File: src/rtl/mem_port_arbiter_pkg.sv
// Shared types for the two-port memory arbiter: FSM states, access owner, counter width.
// Pure declarations; no timing or flow-control behaviour of its own.
package MemArbPkg;

  localparam int CNT_W = 4;

  typedef enum logic [1:0] {
    ArbIdle,
    ArbIssue,
    ArbWait,
    ArbResp
  } arb_state_e;

  typedef enum logic {
    OwnCpu,
    OwnDbg
  } owner_e;

  function automatic owner_e other_owner(input owner_e o);
    return (o == OwnCpu) ? OwnDbg : OwnCpu;
  endfunction

endpackage

File: src/rtl/mem_arb_pick.sv
// Winner select between CPU and debug requests; MEM_ARB_ROUND_ROBIN_EN picks round-robin.
// Purely combinational, zero latency; with no request pending the winner defaults to CPU.
module mem_arb_pick
  import MemArbPkg::*;
(
  input  logic   cpu_req,
  input  logic   dbg_req,
`ifdef MEM_ARB_ROUND_ROBIN_EN
  input  owner_e rr_ptr,
  output logic   contended,
`endif
  output owner_e winner
);

`ifdef MEM_ARB_ROUND_ROBIN_EN
  // rr_ptr holds the last contended winner, so the other side gets the next tie.
  always_comb begin
    contended = cpu_req & dbg_req;
    winner    = OwnCpu;
    if (contended) begin
      winner = other_owner(rr_ptr);
    end else if (dbg_req) begin
      winner = OwnDbg;
    end
  end
`else
  always_comb begin
    winner = OwnCpu;
    if (dbg_req && !cpu_req) begin
      winner = OwnDbg;
    end
  end
`endif

endmodule

File: src/rtl/mem_port_arbiter.sv
// Shares one single-port memory between CPU and debug ports; MEM_ARB_ROUND_ROBIN_EN selects arbitration.
// gnt in G, mem_en in G+1, rvalid in G+MEM_LAT+2; requests are held off (not dropped) while busy.
module mem_port_arbiter
  import MemArbPkg::*;
#(
  parameter int AW      = 32,
  parameter int DW      = 32,
  parameter int MEM_LAT = 1
) (
  input  logic          clk,
  input  logic          reset,
  input  logic          cpu_req,
  input  logic          cpu_we,
  input  logic [AW-1:0] cpu_addr,
  input  logic [DW-1:0] cpu_wdata,
  output logic          cpu_gnt,
  output logic          cpu_rvalid,
  output logic [DW-1:0] cpu_rdata,
  input  logic          dbg_req,
  input  logic          dbg_we,
  input  logic [AW-1:0] dbg_addr,
  input  logic [DW-1:0] dbg_wdata,
  output logic          dbg_gnt,
  output logic          dbg_rvalid,
  output logic [DW-1:0] dbg_rdata,
  output logic          mem_en,
  output logic          mem_we,
  output logic [AW-1:0] mem_addr,
  output logic [DW-1:0] mem_wdata,
  input  logic [DW-1:0] mem_rdata
);

  localparam logic [CNT_W-1:0] CNT_LOAD = CNT_W'(MEM_LAT - 1);
  localparam logic [CNT_W-1:0] CNT_LAST = CNT_W'(1);

  arb_state_e       state_q, state_d;
  owner_e           owner_q, owner_d;
  logic             we_q, we_d;
  logic [AW-1:0]    addr_q, addr_d;
  logic [DW-1:0]    wdata_q, wdata_d;
  logic [CNT_W-1:0] cnt_q, cnt_d;
  logic             cpu_rvalid_q, cpu_rvalid_d;
  logic             dbg_rvalid_q, dbg_rvalid_d;
  logic [DW-1:0]    cpu_rdata_q, cpu_rdata_d;
  logic [DW-1:0]    dbg_rdata_q, dbg_rdata_d;
  owner_e           winner;

`ifdef MEM_ARB_ROUND_ROBIN_EN
  owner_e rr_q, rr_d;
  logic   contended;

  mem_arb_pick u_pick (
    .cpu_req   (cpu_req),
    .dbg_req   (dbg_req),
    .rr_ptr    (rr_q),
    .contended (contended),
    .winner    (winner)
  );
`else
  mem_arb_pick u_pick (
    .cpu_req (cpu_req),
    .dbg_req (dbg_req),
    .winner  (winner)
  );
`endif

  always_comb begin
    state_d      = state_q;
    owner_d      = owner_q;
    we_d         = we_q;
    addr_d       = addr_q;
    wdata_d      = wdata_q;
    cnt_d        = cnt_q;
    cpu_rdata_d  = cpu_rdata_q;
    dbg_rdata_d  = dbg_rdata_q;
    cpu_rvalid_d = 1'b0;
    dbg_rvalid_d = 1'b0;
    cpu_gnt      = 1'b0;
    dbg_gnt      = 1'b0;
`ifdef MEM_ARB_ROUND_ROBIN_EN
    rr_d         = rr_q;
`endif

    case (state_q)
      ArbIdle: begin
        // Gated by reset so a requester never sees an acceptance while the block is held in reset.
        if (reset && (cpu_req || dbg_req)) begin
          owner_d = winner;
          state_d = ArbIssue;
          if (winner == OwnCpu) begin
            cpu_gnt = 1'b1;
            we_d    = cpu_we;
            addr_d  = cpu_addr;
            wdata_d = cpu_wdata;
          end else begin
            dbg_gnt = 1'b1;
            we_d    = dbg_we;
            addr_d  = dbg_addr;
            wdata_d = dbg_wdata;
          end
`ifdef MEM_ARB_ROUND_ROBIN_EN
          if (contended) begin
            rr_d = winner;
          end
`endif
        end
      end
      ArbIssue: begin
        cnt_d   = CNT_LOAD;
        state_d = (MEM_LAT > 1) ? ArbWait : ArbResp;
      end
      ArbWait: begin
        cnt_d = cnt_q - CNT_LAST;
        if (cnt_q == CNT_LAST) begin
          state_d = ArbResp;
        end
      end
      ArbResp: begin
        state_d = ArbIdle;
        if (owner_q == OwnCpu) begin
          cpu_rvalid_d = 1'b1;
          if (!we_q) cpu_rdata_d = mem_rdata;
        end else begin
          dbg_rvalid_d = 1'b1;
          if (!we_q) dbg_rdata_d = mem_rdata;
        end
      end
      default: state_d = ArbIdle;
    endcase
  end

  always_ff @(posedge clk or negedge reset) begin
    if (!reset) begin
      state_q      <= ArbIdle;
      owner_q      <= OwnCpu;
      we_q         <= 1'b0;
      addr_q       <= '0;
      wdata_q      <= '0;
      cnt_q        <= '0;
      cpu_rvalid_q <= 1'b0;
      dbg_rvalid_q <= 1'b0;
      cpu_rdata_q  <= '0;
      dbg_rdata_q  <= '0;
    end else begin
      state_q      <= state_d;
      owner_q      <= owner_d;
      we_q         <= we_d;
      addr_q       <= addr_d;
      wdata_q      <= wdata_d;
      cnt_q        <= cnt_d;
      cpu_rvalid_q <= cpu_rvalid_d;
      dbg_rvalid_q <= dbg_rvalid_d;
      cpu_rdata_q  <= cpu_rdata_d;
      dbg_rdata_q  <= dbg_rdata_d;
    end
  end

`ifdef MEM_ARB_ROUND_ROBIN_EN
  always_ff @(posedge clk or negedge reset) begin
    if (!reset) begin
      rr_q <= OwnDbg;
    end else begin
      rr_q <= rr_d;
    end
  end
`endif

  // Memory strobes decode straight from state so an async reset drops mem_en immediately.
  assign mem_en     = (state_q == ArbIssue);
  assign mem_we     = mem_en & we_q;
  assign mem_addr   = mem_en ? addr_q : '0;
  assign mem_wdata  = mem_en ? wdata_q : '0;
  assign cpu_rvalid = cpu_rvalid_q;
  assign dbg_rvalid = dbg_rvalid_q;
  assign cpu_rdata  = cpu_rdata_q;
  assign dbg_rdata  = dbg_rdata_q;

endmodule
File: config.mk
export PLATFORM = sky130hd
export DESIGN_NAME = mem_port_arbiter
export DESIGN_NICKNAME = d
export VERILOG_FILES = /design/src/rtl/mem_port_arbiter_pkg.sv /design/src/rtl/mem_arb_pick.sv /design/src/rtl/mem_port_arbiter.sv
export SDC_FILE = /design/constraint.sdc
export NUM_CORES = 1
export LEC_CHECK = 0
export ABC_CLOCK_PERIOD_IN_PS = 1770
export BUFFER_PORTS_ARGS = -buffer_cell sky130_fd_sc_hd__buf_4
export CAP_MARGIN = 10
export CORE_MARGIN = 5
export CORE_UTILIZATION = 30
export DETAILED_ROUTE_END_ITERATION = 8
export HOLD_SLACK_MARGIN = 0.08
export PLACE_DENSITY_LB_ADDON = 0.2
export SETUP_SLACK_MARGIN = 0.4
export SLEW_MARGIN = 20
export SYNTH_ARGS = -nofsm -noshare
export SYNTH_HDL_FRONTEND = slang
export SYNTH_SLANG_ARGS = --single-unit
File: constraint.sdc
create_clock -name clk -period 1.77 [get_ports clk]
set_input_delay 0.0885 -clock clk [delete_from_list [all_inputs] [get_ports clk]]
set_output_delay 0.0885 -clock clk [all_outputs]
set_load 0.02 [all_outputs]
==> results.py, run 1 <==
metrics = {
    "clock_tree": {
        "numClockSinks": 138,
        "tritoncts": "done",
        "ctsHtreeMaxLevel": 4,
        "clockRootBuffer": "clkbuf_16",
        "cts.clk_slew.worst_paths_ns": 0.07,
        "tritoncts.num_buffers": 17,
        "worstSkewPairLatency_ns": 0.42,
        "ctsLongestPathBuffers": 2,
    },
    "finish": {
        "insertedDiodeCount": 0,
        "layout-area-overhead-vs-synth_pct": 96.43,
        "num-nets-final": 1209,
        "finish.utilization_pct": 59.79,
        "final_design_area_no_fill_sq_mm": 0.01253,
        "post_route_cells_drive_above_1_share_pct": 57.48,
        "filler_cell_count": 1679,
    },
    "logic_synthesis": {
        "synth_cell_types": 29,
        "synthesis.area_sq_mm": 0.006379,
        "yosysWarnings": 0,
        "syn-instance-count": 535,
        "syn_avg_cell_area_sq_um": 11.92,
        "ys_seq_area_share_pct": 54.14,
        "synthesis.nets": 708,
        "synth-seq-cells": 138,
    },
    "detailed_routing": {
        "vias_per_cell": 4.500,
        "m1WireLength_mm": 9.369,
        "num_vias": 5958,
        "detailroute.wirelength.met3_mm": 1.785,
        "detailroute.wirelength.met2_mm": 11.72,
        "detail_route.drc_violations": 0,
        "wl_mm": 23.42,
        "ant_nets": 0,
        "drt_pass1_iterations": 4,
        "drt_first_iter_violations": 113,
        "maxUsedRoutingLayer": "met4",
        "routedWlPerCell_um": 17.69,
    },
    "setup_path": {
        "critical_path.startpoint_type": "flip-flop",
        "crit-reg2reg-capture": "cpu_rdata[22]$_DFFE_PN0P_",
        "cp-end-kind": "output pin",
        "cp_data_required_time_ns": 1.68,
        "critPathKind": "flip-flop to output pin",
        "reg2reg_depth": 6,
        "crit_path_start": "state_q[1]$_DFFE_PN0P_",
        "r2r_start": "state_q[0]$_DFFE_PN0P_",
        "ff2ff_setup_slack_ns": 0.07,
        "path_max_fanout": 37,
        "critPathArrivalTime_ns": 1.62,
    },
    "timing": {
        "timing.final.crit_period_ns": 1.709,
        "relative_slew_slack_pct": 40.46,
        "rsz0062_at_grt": "true",
        "worst_pin_slew_ns": 0.8930,
        "fin_worst_skew_ns": 0.01380,
        "fin_crit_sh_pct": 96.54,
        "fmax_mhz": 585.2,
        "finalSetupViolCount": 0,
        "finalMaxSlewViolations": 0,
        "timing_hold_violations_final": 0,
        "fin_setup_tns_ns": 0,
    },
    "die": {
        "die_w_um": 155.8,
        "initial_core_util_pct": 30.44,
        "die_area_sq_mm": 0.02428,
        "placeableCoreArea_sq_mm": 0.02096,
        "boundaryPins": 300,
        "die_h_um": 155.8,
        "core.rowCount": 53,
    },
    "run_status": {
        "outcome": "finished clean",
    },
    "grt": {
        "first_pass_grt_wire_length_mm": 33.01,
        "grt_max_degree": 135,
        "grt-ovfl-total": 0,
        "grt_pass1_vias": 6140,
        "antenna_found_initial": 0,
        "globalRouteTotalUtil_pct": 17.11,
    },
    "job": {
        "drv.max_cap_violation_count": 0,
    },
    "placement": {
        "dpl_cell_area_sq_mm": 0.008972,
        "dp_hpwl_mm": 12.95,
        "place.gp.congestion": 0.7304,
        "port-buffer-count": 299,
    },
    "power": {
        "cellPowerDensity_mw_per_mm2": 1527,
        "p_leak_nw": 5.928,
        "finalPower_mw": 19.13,
        "worst_ir_drop_vdd_mv": 0.7076,
    },
    "min_path": {
        "min-delay-path-class": "input port to async pin",
    },
}
synthesized netlist by cell type, drive strengths merged:
cell / count / area (sq um)
dfrtp: 138 / 3453
o21ai: 69 / 345.3
mux2i: 68 / 680.7
and2: 66 / 412.9
nand2: 66 / 247.7
mux2: 64 / 720.7
buf: 22 / 229.0
clkbuf: 13 / 48.80
ha: 7 / 87.58
inv: 6 / 22.52
nor2b: 3 / 21.27
nor2: 2 / 7.510
a21o: 1 / 7.510
a22o: 1 / 8.760
a22oi: 1 / 7.510
nand2b: 1 / 6.260
nand3b: 1 / 11.26
nor3: 1 / 5.000
nor3b: 1 / 18.77
o211ai: 1 / 12.51
o2bb2ai: 1 / 8.760
or3: 1 / 6.260
or3b: 1 / 8.760
flip-flops by register name, indices dropped and copies added, names as in the netlist:
register / flops
owner_q: 1
cpu_rvalid: 1
dbg_rdata: 32
state_q: 2
cpu_rdata: 32
cnt_q: 4
addr_q: 32
dbg_rvalid: 1
we_q: 1
wdata_q: 32
kinds of logic after synthesis:
kind of cell | count (synthesis) | synth area share, %
and+or+nand+nor | 143 | 11.69
DFF | 138 | 54.14
buffers and inverters | 41 | 4.708
adders and majority gates | 7 | 1.373
muxes | 132 | 21.97
AOI/OAI and AO/OA | 74 | 6.120
placed cells by master, fill, tap and decap left out, drive strengths merged:
cell type    netlist  final
and2              66     66
or3                1      1
dlygate4sd3        0    163
inv                6     11
nand2             66     66
nor2b              3      3
clkinv             0      4
nor3               1      1
bufinv             0      2
dfrtp            138    138
nor3b              1      1
nor2               2      2
buf               22    340
a22o               1      1
nand2b             1      1
clkinvlp           0      3
ha                 7      7
o211ai             1      1
o21ai             69     69
a21o               1      1
a22oi              1      1
mux2              64     64
mux2i             68     68
or3b               1      1
nand3b             1      1
clkbuf            13     32
o2bb2ai            1      1
metrics by stage:
stage               hold WS (ns)  setup WS [ns]  std cells
finish                    0.1063        0.06128       1324
global route              0.1161      -0.002800       1324
CTS                       0.1023        0.06842       1298
detailed placement       -0.1028         0.1703       1084
global placement         -0.1023         0.2247       1084
floorplan                -0.2071         0.2614        535
routing by layer:
layer | vias to the layer above | GRT usage, %
li1 | 2841 | -
met1 | 2863 | 20.68
met2 | 222 | 28.74
met3 | 32 | 5.492
met4 | 0 | 6.044
met5 | - | 0
power by group:
part | total (mW) | internal [mW] | leakage, nW | switching [mW]
logic | 9.80 | 5.15 | 3.97 | 4.65
registers | 5.67 | 4.67 | 1.68 | 0.998
clock network | 3.66 | 2.14 | 0.286 | 1.51
timing repair:
item | CTS | global route
pin swaps | 3 | 78
gates resized for setup | 28 | 176
hold buffers | 163 | 0
gates cloned | 6 | 20
endpoints found under the setup margin | 195 | 203
setup buffers | 13 | 6
hold endpoints to repair | 267 | 0
critical path, stage by stage (launching register included):
cell and delay (ns):
dfrtp_1 0.39, inv_2 0.12, ha_4 0.18, buf_12 0.18, and2_1 0.17, buf_4 0.15
how the worst max path moves through the flow:
stage	cells past startpoint	slack [ns]	to
detailed placement	4	0.17	cpu_rdata[10]$_DFFE_PN0P_
finish	5	0.06	mem_we
global route	5	-0.003	mem_addr[18]
floorplan	4	0.26	cpu_rdata[10]$_DFFE_PN0P_
CTS	5	0.07	mem_we
global placement	4	0.22	cpu_rdata[9]$_DFFE_PN0P_
layout make-up:
cell class                      count  area [sq um]  share of cell area (%)
Inverter                            6         25.02                  0.1997
Timing Repair Buffer              517          4887                   39.01
Clock inverter                     14         160.2                   1.278
Sequential cell                   138          3455                   27.57
Multi-Input combinational cell    356          3219                   25.69
Clock buffer                       18         439.2                   3.505
Tap cell                          275         344.1                   2.746
No activity file was read; power rests on OpenSTA's default activity.
==> run 2: changes to the inputs <==
--- a/config.mk
+++ b/config.mk
@@ -5,7 +5,7 @@
 export SDC_FILE = /design/constraint.sdc
 export NUM_CORES = 1
 export LEC_CHECK = 0
-export ABC_CLOCK_PERIOD_IN_PS = 1770
+export ABC_CLOCK_PERIOD_IN_PS = 1400
 export BUFFER_PORTS_ARGS = -buffer_cell sky130_fd_sc_hd__buf_4
 export CAP_MARGIN = 10
 export CORE_MARGIN = 5
==> constraint.sdc (replaced) <==
create_clock -name clk -period 1.4 [get_ports clk]
set_input_delay 0.07 -clock clk [delete_from_list [all_inputs] [get_ports clk]]
set_output_delay 0.07 -clock clk [all_outputs]
set_load 0.02 [all_outputs]
==> results.py, run 2 (synthesis gave the netlist of run 1 again) <==
metrics = {
    "run_status": {
        "failed_checks": "setup timing",
        "outcome": "finished with violations",
    },
    "timing": {
        "relative_slew_slack_pct": 70.09,
        "fin_worst_skew_ns": 0.01237,
        "worst_slack_ns": -0.3055,
        "worst_pin_slew_ns": 0.4486,
        "timing.final.crit_period_ns": 1.706,
        "rsz0062_at_grt": "true",
        "fin_crit_sh_pct": 121.8,
        "hold_ws_ns": 0.1781,
        "finalSetupViolCount": 199,
        "timing_hold_violations_final": 0,
        "finalMaxSlewViolations": 0,
        "fmax_mhz": 586.3,
    },
    "finish": {
        "layout-area-overhead-vs-synth_pct": 118.3,
        "num-nets-final": 1278,
        "post_route_cells_drive_above_1_share_pct": 61.50,
        "final_design_area_no_fill_sq_mm": 0.01393,
        "finish.utilization_pct": 66.46,
        "insertedDiodeCount": 0,
        "leading_cell_type_in_the_layout_fill_and_taps_excluded": "buf_4",
        "layout.cells.most_common_list": "buf_4, dlygate4sd3_1, dfrtp_1",
    },
    "grt": {
        "globalRouteTotalUtil_pct": 19.29,
        "grt-ovfl-total": 0,
        "first_pass_grt_wire_length_mm": 36.36,
        "antenna_found_initial": 0,
        "grt_pass1_vias": 6563,
        "grt_max_degree": 115,
    },
    "clock_tree": {
        "worstSkewPairLatency_ns": 0.42,
        "numClockSinks": 138,
        "clockRootBuffer": "clkbuf_16",
        "tritoncts": "done",
        "cts.clk_slew.worst_paths_ns": 0.05,
        "tritoncts.num_buffers": 17,
        "ctsHtreeMaxLevel": 4,
        "ctsLongestPathBuffers": 2,
    },
    "setup_path": {
        "path_max_fanout": 4,
        "critical_path.startpoint_type": "flip-flop",
        "critical_path.cell_chain": "buf_6, inv_6, ha_4, o211ai_4, buf_6, nor2b_4, buf_6",
        "cp_data_required_time_ns": 1.33,
        "timing.critical_path.slowest_cell_delay_ns": 0.39,
        "crit_path_start": "state_q[0]$_DFFE_PN0P_",
        "critPathKind": "flip-flop to output pin",
        "reg2reg_depth": 10,
        "critPathArrivalTime_ns": 1.64,
        "critPathCapture": "dbg_gnt",
        "ff2ff_setup_slack_ns": -0.28,
        "crit_top_cell": "buf_6",
        "crit-reg2reg-capture": "addr_q[20]$_DFFE_PN0P_",
        "crit_slowest_cell": "dfrtp_1",
        "cp-end-kind": "output pin",
        "r2r_start": "state_q[0]$_DFFE_PN0P_",
    },
    "min_path": {
        "min-delay-path-class": "input port to flip-flop",
    },
    "placement": {
        "dp_hpwl_mm": 13.81,
        "place.gp.congestion": 0.7904,
        "dpl_cell_area_sq_mm": 0.009361,
        "port-buffer-count": 299,
    },
    "power": {
        "p_leak_nw": 6.774,
        "worst_ir_drop_vdd_mv": 0.8876,
        "finalPower_mw": 28.04,
        "cellPowerDensity_mw_per_mm2": 2013,
    },
    "die": {
        "boundaryPins": 300,
        "die_h_um": 155.8,
        "placeableCoreArea_sq_mm": 0.02096,
        "die_w_um": 155.8,
        "die_area_sq_mm": 0.02428,
        "core.rowCount": 53,
        "initial_core_util_pct": 30.44,
    },
    "detailed_routing": {
        "drt_first_iter_violations": 181,
        "vias_per_cell": 4.527,
        "num_vias": 6302,
        "wl_mm": 25.02,
        "drt_pass1_iterations": 4,
        "ant_nets": 0,
        "routedWlPerCell_um": 17.97,
        "detail_route.drc_violations": 0,
    },
    "job": {
        "drv.max_cap_violation_count": 0,
    },
}
[run 2: how the worst min path moves through the flow]
stage	cells after the start	endpoint	startpoint
2_1_floorplan	0	addr_q[0]$_DFFE_PN0P_	reset
3_3_place_gp	2	cnt_q[1]$_DFFE_PN0P_	reset
3_5_place_dp	2	addr_q[31]$_DFFE_PN0P_	reset
4_1_cts	4	state_q[0]$_DFFE_PN0P_	reset
5_1_grt	4	state_q[1]$_DFFE_PN0P_	reset
6_report	4	state_q[0]$_DFFE_PN0P_	reset
[run 2: area by class of cell]
cell class | instances | area [sq um]
Tap cell | 275 | 344.1
Clock buffer | 18 | 429.2
Fill cell | 1482 | 7028
Clock inverter | 13 | 168.9
Multi-Input combinational cell | 356 | 3472
Sequential cell | 138 | 3453
Inverter | 6 | 27.53
Timing Repair Buffer | 586 | 6032
[run 2: stage by stage]
step	setup TNS (ns)	cells	setup slack [ns]
after global placement	-4.686	1107	-0.07668
final	-42.32	1392	-0.3055
after CTS	-45.03	1344	-0.3138
after global routing	-57.76	1392	-0.3967
after detailed placement	-8.146	1107	-0.1284
after floorplan	-4.370	535	-0.1028
[run 2: worst max-delay path, delay by kind of cell, from the launching register on]
kind,cells,cell delay [ns]
AND/OR/NAND/NOR,1,0.12
AO/OA/AOI/OAI,1,0.10
adder cells (fa/ha/maj),1,0.14
buffers and inverters,4,0.48
flip-flops,1,0.39
[run 2: where the power goes]
part	internal [mW]	leakage (nW)	switching, mW	total, mW
clock network	2.82	0.285	1.84	4.66
registers	5.91	1.68	1.48	7.39
logic	9.35	4.81	6.65	16.0
[run 2: metal layers]
metal  GRT usage [%]  routed length [um]  vias to the layer above
li1                -                   -                     2979
met1           22.94                9776                     3063
met2           33.50               13050                      219
met3           5.437                1596                       41
met4           6.586                 591                        0
met5               0                   0                        -
[run 2: repair_timing]
action / in CTS / in global routing
endpoints found under the hold margin: 267 / 0
hold buffers: 163 / 0
resized for setup: 174 / 208
setup endpoints to repair: 270 / 386
gates cloned: 18 / 4
setup buffers: 25 / 44
pin swaps: 32 / 46
==> run 3: changes to the inputs <==
--- a/config.mk
+++ b/config.mk
@@ -5,7 +5,8 @@
 export SDC_FILE = /design/constraint.sdc
 export NUM_CORES = 1
 export LEC_CHECK = 0
-export ABC_CLOCK_PERIOD_IN_PS = 1400
+export ABC_AREA = 1
+export ABC_CLOCK_PERIOD_IN_PS = 1900
 export BUFFER_PORTS_ARGS = -buffer_cell sky130_fd_sc_hd__buf_4
 export CAP_MARGIN = 10
 export CORE_MARGIN = 5
==> constraint.sdc (replaced) <==
create_clock -name clk -period 1.9 [get_ports clk]
set_input_delay 0.095 -clock clk [delete_from_list [all_inputs] [get_ports clk]]
set_output_delay 0.095 -clock clk [all_outputs]
set_load 0.02 [all_outputs]
==> results.py, run 3 <==
metrics = {
    "run_status": {
        "outcome": "finished clean",
    },
    "setup_path": {
        "critical_path.cell_chain": "buf_6, ha_4, buf_12, buf_16, nand2_2, inv_2, buf_6",
        "worst-path-buf-inv": 5,
        "r2r_start": "state_q[1]$_DFFE_PN0P_",
        "crit_slowest_cell": "dfrtp_1",
        "cp_data_required_time_ns": 1.80,
        "reg2reg_depth": 10,
        "timing.critical_path.slowest_cell_delay_ns": 0.40,
        "critPathArrivalTime_ns": 1.66,
        "cp-end-kind": "output pin",
        "crit_family": "buffers and inverters",
        "ff2ff_setup_slack_ns": 0.34,
        "critPathKind": "flip-flop to output pin",
        "crit_top_cell": "buf_6",
        "path_max_fanout": 8,
        "critical_path.startpoint_type": "flip-flop",
        "crit_path_start": "state_q[0]$_DFFE_PN0P_",
        "crit-reg2reg-capture": "addr_q[10]$_DFFE_PN0P_",
    },
    "power": {
        "switching_power_mw": 7.755,
        "power.switching_fraction_pct": 42.06,
        "finalPower_mw": 18.44,
        "cellPowerDensity_mw_per_mm2": 1428,
        "p_leak_nw": 7.269,
        "comb_power_share_pct": 53.3,
        "clock_power_share_pct": 17.6,
        "sequentialPowerShare_pct": 29.2,
        "cellInternalPower_mw": 10.68,
        "worst_ir_drop_vdd_mv": 0.4855,
    },
    "finish": {
        "layout-area-overhead-vs-synth_pct": 94.77,
        "leading_cell_type_in_the_layout_fill_and_taps_excluded": "nand2_1",
        "layout.cells.most_common_list": "nand2_1, buf_4, dlygate4sd3_1",
        "num-nets-final": 1586,
        "insertedDiodeCount": 0,
        "finish.utilization_pct": 59.16,
        "filler_cell_count": 1944,
        "post_route_cells_drive_above_1_share_pct": 36.68,
    },
    "clock_tree": {
        "tritoncts": "done",
        "numClockSinks": 138,
        "tritoncts.num_buffers": 17,
        "cts.clk_slew.worst_paths_ns": 0.07,
        "worstSkewPairLatency_ns": 0.42,
        "clockRootBuffer": "clkbuf_16",
        "ctsHtreeMaxLevel": 4,
        "ctsLongestPathBuffers": 2,
    },
    "logic_synthesis": {
        "most_common_cell_in_the_synthesized_netlist": "nand2_1",
        "synthesis.nets": 1095,
        "synth_flop_cell": "dfrtp_1",
        "post_synth_most_frequent_cells": "nand2_1, dfrtp_1, inv_1, o21ai_1, clkbuf_1",
        "synthesis.area_sq_mm": 0.006629,
        "yosysWarnings": 0,
        "synth_cell_types": 22,
        "synth-edff-count": 0,
        "netlist_top_cells_area": "dfrtp_1, nand2_1, inv_1",
        "async_flop_share_pct": 100.0,
        "post-synth-top-area-fraction_pct": 52.10,
        "syn_avg_cell_area_sq_um": 7.190,
        "ys_seq_area_share_pct": 52.10,
        "syn-instance-count": 922,
        "post-synth-top-area-cell": "dfrtp_1",
        "synth-seq-cells": 138,
    },
    "timing": {
        "finalSetupViolCount": 0,
        "worst_pin_slew_ns": 0.7512,
        "rsz0062_at_grt": "true",
        "timing.final.crit_period_ns": 1.753,
        "hold_ws_ns": 0.1435,
        "fmax_mhz": 570.3,
        "fin_crit_sh_pct": 92.28,
        "relative_slew_slack_pct": 49.92,
        "finalMaxSlewViolations": 0,
        "fin_worst_skew_ns": 0.008757,
        "timing_hold_violations_final": 0,
        "fin_setup_tns_ns": 0,
    },
    "grt": {
        "globalRouteTotalUtil_pct": 18.63,
        "grt_max_degree": 139,
        "grt-ovfl-total": 0,
        "grt_pass1_vias": 7312,
        "antenna_found_initial": 0,
        "first_pass_grt_wire_length_mm": 37.01,
    },
    "detailed_routing": {
        "drt_first_iter_violations": 322,
        "ant_nets": 0,
        "detail_route.drc_violations": 0,
        "routedWlPerCell_um": 15.76,
        "vias_per_cell": 4.446,
        "num_vias": 7585,
        "wl_mm": 26.89,
        "drt_pass1_iterations": 4,
    },
    "job": {
        "drv.max_cap_violation_count": 0,
    },
    "placement": {
        "place.gp.congestion": 0.7609,
        "port-buffer-count": 299,
        "dp_hpwl_mm": 14.79,
    },
    "die": {
        "boundaryPins": 300,
        "die_w_um": 158.6,
        "core.rowCount": 54,
        "initial_core_util_pct": 30.37,
        "die_h_um": 158.6,
        "placeableCoreArea_sq_mm": 0.02182,
        "die_area_sq_mm": 0.02517,
    },
    "min_path": {
        "min-delay-path-class": "input port to flip-flop",
        "hold-path-endpoint": "state_q[1]$_DFFE_PN0P_",
        "hold_path.startpoint": "reset",
        "whs_path_depth": 5,
    },
}
## run 3: cell types whose count changed in the layout (fill, tap and decap cells not counted), moves of 44 or more
cell	previous run	this run
mux2i_1	68	0
nand2_2	23	69
inv_1	2	92
and2_2	44	0
mux2_4	64	0
nand2_1	20	431
buf_6	128	23
## run 3: cells by family (layout without fill, tap and decap cells)
family	Yosys count	after routing	synth area share, %
AOI/OAI and AO/OA	71	71	5.455
adders and majority gates	7	7	1.321
buffers and inverters	159	662	9.853
DFF	138	138	52.10
and+or+nand+nor	547	548	31.28
## run 3: metrics by stage
| stage | std cells | worst slack [ns] | cell area, sq um |
|---|---|---|---|
| finish | 1706 | 0.1467 | 12910 |
| global route | 1706 | 0.08894 | 12910 |
| CTS | 1681 | 0.1426 | 11900 |
| detailed placement | 1465 | 0.2020 | 9190 |
| global placement | 1465 | 0.2338 | 9190 |
| floorplan | 922 | 0.4132 | 6636 |
## run 3: area by class of cell
type	count	area, sq um	share of cell area (%)
timing repair buffer	517	5034	38.99
sequential	138	3453	26.75
multi-input combinational	626	3057	23.67
inverter	112	435.4	3.372
clock buffer	17	425.4	3.295
tap	280	350.3	2.713
clock inverter	15	150.1	1.163
timing repair inverter	1	6.256	0.04845
## run 3: worst register-to-register path: stages, from the launching register on
cell and delay, ns:
dfrtp_1 0.39, inv_2 0.11, ha_4 0.14, inv_2 0.04, nor2_4 0.17, buf_12 0.13
inv_8 0.04, buf_12 0.15, clkbuf_16 0.18, nand2_2 0.06, nand2_1 0.04
## run 3: how the worst max path moves through the flow
stage | endpoint | slack (ns) | cells past startpoint
4_1_cts | mem_addr[15] | 0.14 | 7
6_report | mem_addr[17] | 0.15 | 7
3_5_place_dp | wdata_q[21]$_DFFE_PN0P_ | 0.20 | 8
2_1_floorplan | mem_addr[12] | 0.41 | 6
5_1_grt | mem_wdata[21] | 0.09 | 7
3_3_place_gp | owner_q$_DFFE_PN0P_ | 0.23 | 8
## run 3: layer usage
layer  global-route usage (%)  up-vias  wire length [um]
met5                        0        -                 0
met4                    4.143        0               430
met3                    5.953       30              2276
met2                    32.15      280             13700
met1                    22.81     3553             10480
li1                         -     3722                 -
## run 3: power by group through the flow
stage	Combinational (mW)	Clock [mW]	Sequential, mW
floorplan	3.25	0	5.85
global placement	7.08	0	5.14
detailed placement	7.16	0	5.15
CTS	8.38	3.30	5.13
global route	10.7	3.43	5.54
finish	9.82	3.24	5.38
## run 3: timing repair
item,4_1_cts,5_1_grt
hold buffers,163,0
endpoints found under the hold margin,267,0
endpoints found under the setup margin,138,196
cloned,8,22
buffers inserted,13,3
gates resized for setup,59,167
pin swaps,2,12
